### src/rtl/ex_mem_latch.sv
// ex_mem_latch: EX/MEM pipeline register with cache request hold, stall, halt and error detection
module ex_mem_latch #(
  parameter int TIMEOUT = 64
) (
  input  logic        clk,
  input  logic        rst,
  input  logic        exValid,
  input  logic [15:0] exAluOut,
  input  logic [15:0] exWrData,
  input  logic        exMemRead,
  input  logic        exMemWrite,
  input  logic        exHalt,
  input  logic        exLbi,
  input  logic        exRegWrite,
  input  logic [2:0]  exWrReg,
  input  logic        memDone,
  input  logic        memStall,
  input  logic        memErr,
  output logic [15:0] aluOut,
  output logic [15:0] wrData,
  output logic        memRead,
  output logic        memWrite,
  output logic        halt,
  output logic        lbi,
  output logic        regWrite,
  output logic [2:0]  wrReg,
  output logic        retire,
  output logic        stallUp,
  output logic        err
);
  typedef enum logic [1:0] {IDLE, BUSY, HALTED} stateT;
  stateT state, nextState;
  logic valid, rdQ, wrQ, exMemOp, timeout, unusedStall;
  logic [7:0] waitCnt;
  assign unusedStall = memStall;
  always_comb begin
    exMemOp = exValid & !exLbi & (exMemRead | exMemWrite);
    timeout = state == BUSY & !memDone & waitCnt == 8'(TIMEOUT - 1);
    retire = state == IDLE ? valid : state == BUSY ? (memDone | memErr) : 1'b0;
    stallUp = state == HALTED | (state == BUSY & (!memDone | memErr));
    memRead = rdQ & state != HALTED;
    memWrite = wrQ & state != HALTED;
    // memErr and timeout take precedence over a simultaneous completion
    nextState = state == HALTED ? HALTED :
                state == IDLE ? (valid & halt ? HALTED : exMemOp ? BUSY : IDLE) :
                (memErr | timeout) ? HALTED :
                !memDone ? BUSY :
                halt ? HALTED :
                exMemOp ? BUSY : IDLE;
  end
  always_ff @(posedge clk) begin
    if (rst) begin
      state <= IDLE;
      valid <= 1'b0;
      rdQ <= 1'b0;
      wrQ <= 1'b0;
      halt <= 1'b0;
      lbi <= 1'b0;
      regWrite <= 1'b0;
      wrReg <= '0;
      aluOut <= '0;
      wrData <= '0;
      waitCnt <= '0;
      err <= 1'b0;
    end else begin
      state <= nextState;
      if (!stallUp) begin
        valid <= exValid;
        rdQ <= exValid & exMemRead & !exLbi;
        wrQ <= exValid & exMemWrite & !exLbi;
        halt <= exValid & exHalt;
        lbi <= exValid & exLbi;
        regWrite <= exValid & exRegWrite;
        wrReg <= exValid ? exWrReg : 3'd0;
        if (exValid) begin
          aluOut <= exAluOut;
          wrData <= exWrData;
        end
      end
      waitCnt <= (state == BUSY & !memDone) ? (waitCnt == 8'hFF ? waitCnt : waitCnt + 8'd1) : 8'd0;
      if (state == BUSY & (memErr | timeout)) err <= 1'b1;
    end
  end
endmodule

### config.mk
export PLATFORM = sky130hd
export DESIGN_NAME = ex_mem_latch
export DESIGN_NICKNAME = d
export VERILOG_FILES = /design/src/rtl/ex_mem_latch.sv
export SDC_FILE = /design/constraint.sdc
export NUM_CORES = 1
export LEC_CHECK = 0
export ABC_AREA = 1
export CORE_UTILIZATION = 39
export CTS_CLUSTER_SIZE = 10
export DETAILED_ROUTE_END_ITERATION = 10
export PLACE_DENSITY = 0.76
export SYNTH_ARGS = -nofsm -noshare
export SYNTH_HDL_FRONTEND = slang
export SYNTH_SLANG_ARGS = --single-unit
export TNS_END_PERCENT = 10
### constraint.sdc
create_clock -name clk -period 1.5 [get_ports clk]
set_clock_uncertainty 0.2 [all_clocks]
set_input_delay 0.225 -clock clk [delete_from_list [all_inputs] [get_ports clk]]
set_output_delay 0.225 -clock clk [all_outputs]
set_load 0.03 [all_outputs]
# --- Yosys cells after proc, flatten, opt, wreduce, memory -nomap -nowiden ---
# Cells that the tools add are included.
# Widths: inputs -> output; s select.
word_totals:
  ff_bits: 52
  input_bits: 46
  word_cells: 58
classes:
  addsub: 1
  n_eq_ne: 5
  n_mux: 10
  bitwise: 23
  n_reduce_logical: 6
op_table:
  columns: ["op", "count"]
  rows:
  - ["$and 1x1->1", 16]
  - ["$mux 2", 6]
  - ["$add 8x1->8 const B", 1]
  - ["$eq 8x6->1 const B", 1]
  - ["$eq 8x8->1 const B", 1]
  - ["$or 1x1->1", 5]
  - ["$reduce_or 2->1", 2]
  - ["$mux 1", 3]
  - ["$mux 3", 1]
  - ["$eq 2x1->1 const B", 1]
  - ["$eq 2x2->1 const B", 1]
  - ["$logic_not 1->1", 2]
  - ["$logic_not 2->1", 1]
  - ["$ne 2x2->1 const B", 1]
  - ["$not 1->1", 2]
  - ["$reduce_and 2->1", 1]

# --- Logic depth before layout (Yosys ltp) ---
depth:
  word_depth: 9
  ltp_mapped: 9
  depth_no_buf: 8

# --- Least setup slack after synthesis ---
# No wires, ideal clock.
synth_path:
  path_type: "reg2out"
  startpoint: "register state[0]"
  endpoint: "output retire"
  t_arrival_ns: 1.129
  t_required_ns: 1.075
  setup_slack_ns: -0.054
  stages_incl_launch_ff: 3
  path_buffers: 0
  cell_sequence: "dfxtp_1 -> nand2_1 -> o21ai_0"
synth_via:
  elab_chain_cells: 3
synth_lines:
  columns: ["item", "line", "rtl"]
  rows:
  - ["start, declared", "32", "stateT state, nextState;"]
  - ["start signal, assigned", "66", "state <= nextState;"]
  - ["$eq 2x1->1", "39", "retire = state == IDLE ? valid : state == BUSY ? (memDone | memErr) : 1'b0;"]
  - ["$mux 1", "39", null]
  - ["$mux 1 *", "39", null]
  - ["end, declared", "27", "output logic retire,"]
# Every way passes the cells marked *; elsewhere a longest branch is shown, timed or not.

# --- Worst setup path after layout ---
# Ends and elaborated chain as after synthesis.

==> metrics.txt <==
met3 WL about 400 um; CP max stage delay ~0.34 ns; GRT overflow 0; worst-skew pair later-pin latency just over 0.3 ns; Power Density 999 nW/um^2; design internal power 0.00236 W; Core Area 5270 sq um; worst slew pin tran 0.316 ns; CTS Buf Count 5; largest net degree at the start of global routing 34; first-pass GRT wire length 9390 um; Ports 89; Fmax between 0.6 and 0.7 GHz; most frequent cells in the layout nand2_1, dfxtp_1, nand3_1; Logic pwr share 25.9%; Critical Path Fanout Max 3; PortBufs between 80 and 90; share of cells above drive strength 1 between 20% and 30%; DR WL met2 2760 um; cell area after synthesis 2200 sq um; Hold WC Path Type in -> reg; failing checks negative setup slack; Pwr Total approximately 0.0034 W; Critical Path AT 1.17 ns; Crit. End Element output port; Syn. warnings 0; Hold Crit Depth 4; RSZ-0062 raised after global routing yes; Total Die Area 5930 sq um; via count roughly 2200; Critical-path top delay cell dfxtp_2; VDD IR max 0.557 mV; Die W 77.0 um; Core Util, Final 64.3%; total negative slack -0.281 ns; Net Count, Synth about 330; post-route ant nets 0; max-slew violations 0; commonest non-fill, non-tap cell in the layout nand2_1; CP Buf/Inv Count 2; Clock transition at path regs about 0.09 ns; number of clock sinks 52; WL final a little under 6000 um; ant diodes 0; total number of placement rows 26; status complete, but fails checks; Post-Layout Cell Count 454; sw power 0.00103 W; H-tree Lvls 2; CP Class reg -> out; final hold vios 0; Met1 Wirelength 2630 um; FF+latch count, synth 52; total track usage 19.9%; drt initial violations 122; Final Wtd Congestion approximately 0.88; minimum clock period 1.60 ns; Gate Count Post-Synth 282; Clock power frac 29.1%; DP HPWL 3990 um; vias per cell 4.82; Starting Density a little over two fifths; CTS tree done; Total Nets Final 430; CP delay by family, top flip-flops; setup violators final 4; Max-Cap Viols 0; number of global-route vias before repair between 2000 and 2500; cell count along the critical path 5; Lkg Pwr 1.40 nW; worst path cell trace buf_6, nor2_4, nand2_1, o21ai_1, buf_4; CTS Hold Bufs 0; post-route DRC violation count 0; worst r2r path cells 8; Critical Path RT between 1 and 1.5 ns; area growth from synthesis to layout 54.4%; Netlist cell types 25; Slew headroom 78.9%; Cell Count Post-Placement 441; Syn Area/Cell 7.79 sq um; startpoint types flip-flop; Tcrit/Tclk final 106%; Die Y about 77 um; Reg power frac between 40% and 50%; hold_ws 0.0161 ns; part of the Yosys area used for sequential elements 47.4%; Clock Path Buffers 2; initial antenna violation count 0; uppermost layer routed met4; Net Sw Frac 30.4%; Setup WS post-layout -0.0970 ns; WL per Instance 12.9 um; Pre-Repair DR Iteration Count 6; Clock Root Buffer clkbuf_8
==> what timing repair did <==
item                       4_1_cts  5_1_grt
setup endpoints to repair       44       70
resized for setup               64       68
pin swaps                        0        3
gates cloned                     0        2
setup buffers                    0        3
hold endpoints to repair         0        0
==> layer usage <==
layer / track usage (%) / up-vias
li1: - / 1127
met2: 31.9 / 76
met5: 0 / -
met4: 7.55 / 0
met3: 5.00 / 7
met1: 25.6 / 980
==> flip-flops by register name, summed over array words and instances (netlist names) <==
register and flops:
waitCnt 8, valid 1, lbi 1, err 1, rdQ 1, wrReg 3, wrQ 1, state 2
regWrite 1, halt 1, aluOut 16, wrData 16
==> area by class of cell <==
cell class                 count  area [sq um]
clock buffer                   5          68.8
clock inverter                 3          47.5
fill                         476          1880
inverter                      22          90.1
multi-input combinational    192          1050
sequential                    52          1050
tap                           70          87.6
timing repair buffer         110          1000
==> Yosys cell counts, drive strengths merged <==
cell type  number  share of area, %
nand2          65                13
dfxtp          52                47
a21oi          48                12
nand3          45                10
inv            22               3.9
nor2           16               3.1
buf            11               3.9
o21ai           8               1.8
clkbuf          6               1.0
a31oi           2              0.57
nand4           2              0.57
or2             2              0.57
ha              1              0.57
nor3            1              0.23
xor2            1              0.40
==> metrics by stage <==
stage	setup WS, ns	instance area (sq um)
final	-0.0970	3390
after floorplan	0.0870	2200
after global placement	-0.220	3230
after CTS	-0.132	3350
after global routing	-0.173	3390
after detailed placement	-0.268	3230
==> worst reg2reg max path: cells and delay by family (launching register included) <==
| family | cells | cell delay [ns] |
|---|---|---|
| flip-flops | 1 | 0.40 |
| buffers and inverters | 3 | 0.43 |
| AO/OA/AOI/OAI | 1 | 0.14 |
| AND/OR/NAND/NOR | 4 | 0.25 |
==> path summary, 6_finish.rpt <==
| kind | startpoint | to | slack (ns) |
|---|---|---|---|
| max reg2reg | state[1] | aluOut[2] | 0.01 |
| min | rst | state[0] | 0.02 |
| min reg2reg | err | err | 0.25 |
| max | state[0] | retire | -0.1 |
==> power groups by stage <==
stage	clock network [W]	registers (W)	logic [W]
2_1_floorplan	0	0.00169	0.000330
3_3_place_gp	0	0.00155	0.000850
3_5_place_dp	0	0.00155	0.000860
4_1_cts	0.00101	0.00152	0.000831
5_1_grt	0.00109	0.00154	0.000941
6_report	0.000986	0.00152	0.000877
==> kinds of logic (layout without fill, tap and decap cells) <==
group / count (synthesis) / in the layout / synth area share [%]
buffers and inverters: 39 / 140 / 8.83
flip-flops: 52 / 52 / 47.4
AND/OR/NAND/NOR: 131 / 132 / 27.9
AO/OA/AOI/OAI: 58 / 58 / 14.9
adder cells (fa/ha/maj): 1 / 1 / 0.570
XOR/XNOR: 1 / 1 / 0.399
Note: power is estimated with default switching activity, not from simulation.
